**config.mk**
```make
export PLATFORM = sky130hd
export DESIGN_NAME = instruction_fetch_unit
export DESIGN_NICKNAME = d
export VERILOG_FILES = /design/src/rtl/instruction_fetch_unit.sv
export SDC_FILE = /design/constraint.sdc
export NUM_CORES = 1
export LEC_CHECK = 0
export ABC_CLOCK_PERIOD_IN_PS = 3500
export CORE_MARGIN = 4
export CORE_UTILIZATION = 55
export CTS_BUF_LIST = sky130_fd_sc_hd__clkbuf_16
export CTS_CLUSTER_DIAMETER = 80
export CTS_CLUSTER_SIZE = 20
export DETAILED_ROUTE_END_ITERATION = 6
export PLACE_DENSITY = 0.81
export SLEW_MARGIN = 20
export SYNTH_ARGS = -nofsm -noshare
export SYNTH_HDL_FRONTEND = slang
export SYNTH_SLANG_ARGS = --single-unit
```
**constraint.sdc**
```tcl
create_clock -name clk_i -period 3.5 [get_ports clk_i]
set_input_delay 1.05 -clock clk_i [delete_from_list [all_inputs] [get_ports clk_i]]
set_output_delay 1.05 -clock clk_i [all_outputs]
set_load 0.02 [all_outputs]
```
**src/rtl/instruction_fetch_unit.sv**
```systemverilog
// Instruction fetch unit: owns the fetch PC, issues one word-aligned request at a time to a
// combinational instruction memory, buffers {PC, instruction} pairs in a small FIFO and
// hands them to decode over valid/ready. Redirects flush everything in flight.
// Optional feature: define FETCH_MISALIGN_CHECK_EN to add fetch_fault_o. Misaligned redirect
// targets then raise a sticky fault that blocks fetching until an aligned redirect arrives.
module instruction_fetch_unit #(
    parameter logic [63:0] RESET_PC   = 64'h0,
    parameter int unsigned FIFO_DEPTH = 4
) (
    input  logic        clk_i,
    input  logic        rst_ni,
    output logic        imem_req_o,
    output logic [63:0] imem_addr_o,
    input  logic        imem_rvalid_i,
    input  logic [31:0] imem_rdata_i,
    output logic        instr_valid_o,
    input  logic        instr_ready_i,
    output logic [31:0] instr_o,
    output logic [63:0] instr_pc_o,
`ifdef FETCH_MISALIGN_CHECK_EN
    output logic        fetch_fault_o,
`endif
    input  logic        redirect_i,
    input  logic [63:0] redirect_pc_i
);
    localparam int unsigned PtrW = $clog2(FIFO_DEPTH);
    localparam int unsigned CntW = PtrW + 1;

    typedef enum logic [1:0] {StIdle, StWait, StDiscard} state_e;

    state_e          state_q, state_d;
    logic [63:0]     fetch_pc_q, fetch_pc_d;
    logic [63:0]     addr_q;
    logic            first_q;
    logic [31:0]     data_q [FIFO_DEPTH];
    logic [63:0]     pc_q   [FIFO_DEPTH];
    logic [PtrW-1:0] rptr_q, wptr_q;
    logic [CntW-1:0] count_q;

    logic [63:0]     redirect_tgt;
    logic            fault_blk;
    logic            fifo_full;
    logic            issue;
    logic            push;
    logic            pop;

`ifdef FETCH_MISALIGN_CHECK_EN
    logic fault_q;

    assign redirect_tgt  = redirect_pc_i;
    assign fault_blk     = fault_q;
    assign fetch_fault_o = fault_q;

    // Sticky fault: every redirect re-evaluates it from the target's alignment.
    always_ff @(posedge clk_i or negedge rst_ni) begin
        if (!rst_ni) begin
            fault_q <= 1'b0;
        end else if (redirect_i) begin
            fault_q <= (redirect_pc_i[1:0] != 2'b00);
        end
    end
`else
    logic unused_redirect_lsb;

    assign redirect_tgt        = {redirect_pc_i[63:2], 2'b00};
    assign fault_blk           = 1'b0;
    assign unused_redirect_lsb = ^redirect_pc_i[1:0];
`endif

    assign fifo_full = (count_q == CntW'(FIFO_DEPTH));
    // A request is only launched when its response is guaranteed a FIFO slot.
    assign issue = (state_q == StIdle) && !redirect_i && !fifo_full && !fault_blk;
    // A redirect drops any response or pop happening in the same cycle.
    assign push  = (state_q == StWait) && imem_rvalid_i && !redirect_i;
    assign pop   = instr_valid_o && instr_ready_i && !redirect_i;

    // State register.
    always_ff @(posedge clk_i or negedge rst_ni) begin
        if (!rst_ni) begin
            state_q <= StIdle;
        end else begin
            state_q <= state_d;
        end
    end

    // Next-state logic; responses seen in StIdle are stale and ignored.
    always_comb begin
        state_d = state_q;
        unique case (state_q)
            StIdle: begin
                if (issue) state_d = StWait;
            end
            StWait: begin
                if (imem_rvalid_i) state_d = StIdle;
                else if (redirect_i) state_d = StDiscard;
            end
            StDiscard: begin
                if (imem_rvalid_i) state_d = StIdle;
            end
            default: state_d = StIdle;
        endcase
    end

    // Outputs: request pulses only in the first cycle of StWait; FIFO head shown directly.
    always_comb begin
        imem_req_o    = (state_q == StWait) && first_q;
        imem_addr_o   = addr_q;
        instr_valid_o = (count_q != '0);
        instr_o       = data_q[rptr_q];
        instr_pc_o    = pc_q[rptr_q];
    end

    // Fetch PC: a redirect overrides the sequential increment (which wraps silently).
    always_comb begin
        fetch_pc_d = fetch_pc_q;
        if (redirect_i) fetch_pc_d = redirect_tgt;
        else if (issue) fetch_pc_d = fetch_pc_q + 64'd4;
    end

    // Fetch PC, held request address and first-cycle flag.
    always_ff @(posedge clk_i or negedge rst_ni) begin
        if (!rst_ni) begin
            fetch_pc_q <= RESET_PC;
            addr_q     <= '0;
            first_q    <= 1'b0;
        end else begin
            fetch_pc_q <= fetch_pc_d;
            first_q    <= issue;
            if (issue) addr_q <= fetch_pc_q;
        end
    end

    // Instruction FIFO; a redirect empties it regardless of a concurrent push or pop.
    always_ff @(posedge clk_i or negedge rst_ni) begin
        if (!rst_ni) begin
            rptr_q  <= '0;
            wptr_q  <= '0;
            count_q <= '0;
            for (int i = 0; i < FIFO_DEPTH; i++) begin
                data_q[i] <= '0;
                pc_q[i]   <= '0;
            end
        end else if (redirect_i) begin
            rptr_q  <= '0;
            wptr_q  <= '0;
            count_q <= '0;
        end else begin
            if (push) begin
                data_q[wptr_q] <= imem_rdata_i;
                pc_q[wptr_q]   <= addr_q;
                wptr_q         <= wptr_q + 1'b1;
            end
            if (pop) rptr_q <= rptr_q + 1'b1;
            if (push && !pop) count_q <= count_q + 1'b1;
            else if (pop && !push) count_q <= count_q - 1'b1;
        end
    end
endmodule

```
Yosys cells after proc, flatten, opt, wreduce, memory -nomap -nowiden. Index checks and enable logic that the tools add are counted.

$add $sub $neg: 5. Multiply operators: 0. Div/mod/pow operators: 0. Magnitude comparators: 3. Eq/ne operators: 6. Shifts and indexed selects: 0. Multiplexer cells: 26. Bitwise operators: 3. Reduce and logical (&&, ||, !) cells: 22.

Operator list (count): 64-bit two-way mux (5); 256-bit bitwise mux (1); 64-bit binary-select mux with 2-bit select (1); 128-bit bitwise mux (1); 64-bit demux with 2-bit select (1); 32-bit two-way mux (3); 64-bit by 3-bit adder with 64-bit output (second input constant) (1); 32-bit binary-select mux with 2-bit select (1); 32-bit demux with 2-bit select (1); 2-bit two-way mux (8); 1-bit logical AND (10); 3-bit two-way mux (3); 3-bit greater-or-equal comparator (second input constant) (2); 2-bit inverter with 3-bit output (2); 2-bit one-hot mux with 3 select lines (1); 2-bit nonzero test (3); 3-bit nonzero test (2); 2-bit by 1-bit adder with 2-bit output (second input constant) (2); 1-bit zero test (4); 2-bit != test (second input constant) (2); 3-bit by 1-bit adder with 3-bit output (second input constant) (1); 3-bit equality test (second input constant) (1); 3-bit by 1-bit less-than comparator with 1-bit output (second input constant) (1); 3-bit != test (second input constant) (1); other kinds (7) (7).

Register bits after elaboration: 522. Latch bits: 0. Bits in writable memories: 0. Bits in read-only memories: 0. Input bits: 101. Output and inout bits: 162. Logic and storage cells: 80. Memories kept: 0.

Logic depth before layout (Yosys ltp). Gate-level depths: netlist (run 1).

Depth in word-level cells: 8. Depth in mapped cells: 9. Gate-level depth less buffers: 7.

Least setup slack after synthesis (run 1). No wires, ideal clock.

Path type: register to output. Start point: reg rptr_q[0]. End point: out instr_pc_o[25]. Arrival: 2.122 ns. Required time: 2.450 ns. Path slack: 0.328 ns. Stages on the path, launching flop included: 5. Path buffers: 3. Cells stage by stage: dfrtp_1 clkbuf_1 clkbuf_1 buf_1 mux4_2.

Word-level cells in the longest chain between the ends: 4.

Ends and longest elaborated chain: start, declared (RTL line 37) `logic [PtrW-1:0] rptr_q, wptr_q;`; start signal, assigned (RTL line 153) `if (pop) rptr_q <= rptr_q + 1'b1;`; 2-bit inverter with 3-bit output (implied by the code) (RTL line 110) `instr_pc_o = pc_q[rptr_q];`; 64-bit binary-select mux with 2-bit select (RTL line 110); 64-bit two-way mux (implied by the code) (2 in series) (RTL line 110); end, declared (RTL line 19) `output logic [63:0] instr_pc_o,`.

Every way passes these cells. The select of a mux whose other input is x is not followed.

Final worst setup path (run 1).
Start point: reg rptr_q[0]. End point: out instr_pc_o[59].

The elaborated chain is that of the path after synthesis.

==> results of run 1 <==
## how the worst max path moves through the flow
stage | start | to | slack, ns | depth (start not counted)
after global routing | rptr_q[0] | instr_pc_o[59] | 0.01 | 4
after global placement | rptr_q[0] | instr_o[28] | 0.44 | 3
after floorplan | rptr_q[0] | instr_pc_o[25] | 0.33 | 4
after detailed placement | imem_rvalid_i | pc_q[5] | 0.41 | 7
final | rptr_q[0] | instr_pc_o[59] | 0.07 | 4
after CTS | rptr_q[0] | instr_pc_o[56] | 0.06 | 4
## worst max-delay path, cell delays in order, from the launching register on
cell and delay [ns]:
dfrtp_4 0.51, buf_12 0.16, buf_4 0.13, mux4_2 0.42, clkdlybuf4s50_1 0.60
## registers in the layout (all words and copies together) (netlist names)
register	cells
imem_addr_o	62
wptr_q	2
rptr_q	2
count_q	3
first_q	1
data_q	128
pc_q	248
state_q	2
fetch_pc_q	62
## cell usage after synthesis (all sizes together), types with 2 or more instances
cell	instances	area share
or3	18	0.0050
a21oi	3	0.00066
mux4	94	0.093
and2	7	0.0019
clkbuf	77	0.013
nand2b	8	0.0022
or4	8	0.0028
mux2	439	0.22
nor4	25	0.0072
a31oi	20	0.0055
nand4	36	0.0099
xor2	17	0.0066
nor2b	2	0.00055
o21a	3	0.00099
inv	10	0.0017
and3	5	0.0014
nand3b	3	0.00099
o31a	10	0.0039
and4	6	0.0023
or2	3	0.00083
nor2	48	0.0079
o211ai	2	0.00066
ha	5	0.0028
nand2	70	0.012
xnor2	20	0.0077
dfrtp	510	0.56
o31ai	2	0.00066
nand3	35	0.0077
o21ai	48	0.011
buf	18	0.0042
nor3	13	0.0029
## report_power, final
part / switching [W] / internal (W) / total, W
combinational: 0.00396 / 0.00442 / 0.00838
sequential: 0.00137 / 0.00754 / 0.00891
clock: 0.00207 / 0.00215 / 0.00422
## kinds of logic after synthesis
group,count (synthesis),synth area share
DFF,510,0.562
adders and majority gates,6,0.00363
xor gates and xnor gates,37,0.0143
and+or+nand+nor,289,0.0658
buffers and inverters,106,0.0187
other,1,0.000165
muxes,534,0.311
AOI/OAI and AO/OA,92,0.0245
## through the flow
| step | instance area, um2 | power [W] | utilization |
|---|---|---|---|
| floorplan | 22700 | 0.0138 | - |
| global placement | 26300 | 0.0175 | 0.644 |
| detailed placement | 26300 | 0.0178 | 0.644 |
| CTS | 27500 | 0.0218 | 0.672 |
| global route | 27500 | 0.0226 | 0.673 |
| finish | 27500 | 0.0215 | 0.673 |
## timing repair
action / in CTS / in global routing
endpoints found under the setup margin: 94 / 0
setup buffers: 9 / 0
resized for setup: 93 / 0
## metal layers
metal,vias to the layer above,global-route usage,part of all wire
li1,6347,-,-
met5,-,0,0.0017
met2,433,0.412,0.50
met4,14,0.0675,0.023
met3,98,0.0505,0.060
met1,7573,0.346,0.42
## layout by cell type, fill, tap and decap left out, types with 11 or more instances in the layout
master	netlist	routed
nor2_1	48	47
xor2_1	17	17
clkdlybuf4s50_1	0	163
dlygate4sd2_1	0	91
nand4_1	36	36
inv_1	10	11
xnor2_1	20	20
buf_12	0	24
nand2_1	70	66
or3_1	18	18
nor3_1	13	13
o21ai_0	48	48
mux4_2	94	94
nor4_1	24	24
nand3_1	35	35
mux2_2	439	439
buf_4	4	31
a31oi_1	20	20
clkbuf_16	0	37
dfrtp_1	510	508
## area by class of cell
class,instances,area share
well taps,532,0.0242
repair buffers,316,0.120
diodes,3,0.000273
clock buffers,37,0.0337
flip-flops and latches,510,0.465
multi-input cells,962,0.349
inverters,11,0.00150
clock inverters,11,0.00601
==> impl_metrics.yaml, run 1 <==
placed_design:
  numPortBuffers: 256
  dp.cells: 2320
  dp_hpwl_um: 37300
  pre_cts_slack_ns: 0.409
  globalplace.congestion: 0.927
timing:
  finalWorstSetupSlack_ns: 0.0737
  setup_viol: 0
  finalMaxSlewViolations: 0
  period_needed_ns: 3.43
  relSlewSlack: 0.311
  hold_viol: 0
  post-route-period-util: 0.979
  hold_slack_ns: 0.440
  worst_slew_pin_slew_ns: 1.03
  clock_skew_ns: 0.0163
  tns_ns: 0
  rsz0062_at_grt: "false"
  max_freq_mhz: 292
cells_and_area:
  instances_no_fill: 2382
  num-fill-cells: 2871
  layout-drive-gt1-share: 0.354
  seq_area_um2: 12800
  area_delta_synth_final_pct: 20.9
  multi_input_area_um2: 9590
  finalNetCount: 1942
logic_synthesis:
  ys_seq_elements: 510
  synth.distinct_cells: 47
  synthArstFlopShare: 1.00
  yosysWarnings: 0
  synth_edf_count: 0
  avgSynthCellArea_um2: 14.4
  ys_seq_area_frac: 0.562
  netlist_area_um2: 22700
  ys.flop_type: "dfrtp_1"
  synthCells: 1575
clock_tree:
  hold_buffers: 0
  cts_root_buffer: "clkbuf_16"
  clkTransAtPathRegs_ns: 0.08
  cts_max_path_buffers: 3
  cts_buffers: 34
  htree_num_levels: 2
  cts_tree: "yes"
  clk_latency_ns: 0.56
  clock_sinks: 510
floorplanning:
  core_area_um2: 40800
  fp.dieW_um: 211
  die_h_um: 211
  die-area_um2: 44600
  pin_count: 263
  start_util: 0.556
  fp-row-count: 74
route:
  first_pass_iters: 5
  drt_wl_total_um: 55500
  vias: 14500
  vias_per_cell: 6.07
  drtIter0Drc: 978
  antenna_left: 0
  wire_per_inst_um: 23.3
  drc_errors: 0
setup_path:
  rrSetupSlack_ns: 0.91
  cp.arrival_ns: 2.38
  path_class: "reg -> out"
  end_kind: "primary output"
  crit_path_max_fanout: 6
  timing.rr.end: "fetch_pc_q[34]"
  r2r_start: "count_q[0]"
  critPathLaunchType: "register"
  required_ns: 2.45
  r2r.worst_path.cells: 6
global_route:
  grt_max_degree: 102
  grt_pass1_vias: 15500
  grt_antenna_before_repair: 10
  grtUsageTotal: 0.250
  grt_pass1_wl_um: 87900
  overflow: 0
pwr:
  leakagePower_nw: 12.3
  ir_drop_mv: 0.490
  cellPowerDensity_nw_per_um2: 783
run:
  maxCapViolCount: 0
min_path:
  min-delay-path-class: "in -> async"
run_status:
  status: "complete, no violations"
Note: power is estimated with default switching activity, not from simulation.
==> run 2, diff against run 1 <==
Settings changed: SLEW_MARGIN 20 to 5.
==> results of run 2 <==
Final layout, timing and power as in run 1 (identical DEF).
==> run 3, diff against run 2 <==
Settings changed: ABC_CLOCK_PERIOD_IN_PS 3500 to 3600.
Clock period 3.5 ns to 3.6 ns, I/O delays scaled along.
==> impl_metrics.yaml, run 3 (synthesis gave the netlist of run 1 again) <==
global_route:
  grtUsageTotal: 0.248
  grt_max_degree: 86
  overflow: 0
  grt_antenna_before_repair: 9
  grt_pass1_wl_um: 87700
  grt_pass1_vias: 15400
clock_tree:
  clkTransAtPathRegs_ns: 0.09
  hold_buffers: 0
  htree_num_levels: 1
  cts_root_buffer: "clkbuf_16"
  cts_buffers: 30
  cts_tree: "yes"
  cts_max_path_buffers: 3
  clk_latency_ns: 0.60
  clock_sinks: 510
timing:
  hold_viol: 0
  hold_slack_ns: 0.490
  period_needed_ns: 3.55
  clock_skew_ns: 0.0218
  finalWorstSetupSlack_ns: 0.0549
  worst_slew_pin_slew_ns: 1.02
  rsz0062_at_grt: "true"
  post-route-period-util: 0.985
  relSlewSlack: 0.316
  max_freq_mhz: 282
  setup_viol: 0
  finalMaxSlewViolations: 0
placed_design:
  globalplace.congestion: 0.914
  numPortBuffers: 256
  dp.cells: 2324
  place_area_um2: 26300
  dp_hpwl_um: 37200
  pre_cts_slack_ns: 0.385
floorplanning:
  core_area_um2: 40800
  fp.dieW_um: 211
  pin_count: 263
  start_util: 0.556
  die_h_um: 211
  fp-row-count: 74
  die-area_um2: 44600
cells_and_area:
  fin_area_um2: 27300
  regMostFlops: "pc_q"
  area_delta_synth_final_pct: 20.0
  largest_reg_flops: 248
  final_cell_mix: "dfrtp_1, mux2_2, clkdlybuf4s50_1, mux4_2, nand2_1"
  insertedDiodeCount: 0
  layout-drive-gt1-share: 0.354
  finalNetCount: 1937
  instances_no_fill: 2370
  final_common_cell: "dfrtp_1"
  reg_top3: "pc_q: 248 flops, data_q: 128 flops"
route:
  first_pass_iters: 5
  antenna_left: 0
  vias_per_cell: 6.12
  drtIter0Drc: 1251
  drt_wl_total_um: 55400
  drc_errors: 0
  vias: 14500
  wire_per_inst_um: 23.4
pwr:
  cellPowerDensity_nw_per_um2: 748
  leakagePower_nw: 12.4
  total_power_w: 0.0204
  ir_drop_mv: 0.448
setup_path:
  critPathLaunchType: "register"
  cp.arrival_ns: 2.47
  required_ns: 2.52
  r2r_start: "fetch_pc_q[8]"
  crit_start: "rptr_q[0]"
  path_class: "reg -> out"
  crit_path_max_fanout: 14
  end_kind: "primary output"
run:
  maxCapViolCount: 0
min_path:
  min-delay-path-class: "in -> async"
run_status:
  status: "complete, no violations"
run 3: report_power, final:
group,switching (W),internal (W)
logic,0.00384,0.00447
registers,0.00135,0.00733
clock network,0.00186,0.00155
total,0.00705,0.0133
run 3: worst paths after layout:
check	endpoint	slack, ns	cells past startpoint
hold / removal	data_q[21]	0.49	1
max in group asynchronous	pc_q[22]	2.23	2
min in group clk_i	pc_q[103]	0.50	1
setup reg to reg	fetch_pc_q[39]	0.69	5
hold reg to reg	pc_q[103]	0.50	1
setup / recovery	instr_pc_o[12]	0.05	3
run 3: what timing repair did:
action                                  CTS  global route
resized for setup                        48            71
setup buffers                             1             3
pin swaps                                 0             0
cloned                                    0             2
endpoints found under the setup margin   86            48
run 3: routing by layer:
metal  vias to the layer above  GRT usage  routed length, um
li1                       6349          -                  -
met1                      7621      0.354              23800
met2                       414      0.408              27200
met5                         -          0                135
met4                        18     0.0514               1050
met3                        91     0.0441               3200
run 3: final cells by class:
type                       instances  area [um2]
clock buffer                      31         776
fill                            2930       13600
multi-input combinational        962        9590
sequential                       510       12800
timing repair buffer             315        3370
tap                              532         666
inverter                          11        41.3
clock inverter                     9        55.1
run 3: through the flow:
| step | util | TNS [ns] |
|---|---|---|
| 6_report | 0.668 | 0 |
| 3_3_place_gp | 0.644 | 0 |
| 3_5_place_dp | 0.644 | 0 |
| 2_1_floorplan | - | 0 |
| 5_1_grt | 0.668 | -0.0793 |
| 4_1_cts | 0.664 | -2.60 |
run 3: critical path, cell delays in order, from the launching register on:
cell	delay, ns
dfrtp_4	0.55
buf_12	0.21
mux4_2	0.53
clkdlybuf4s50_1	0.56
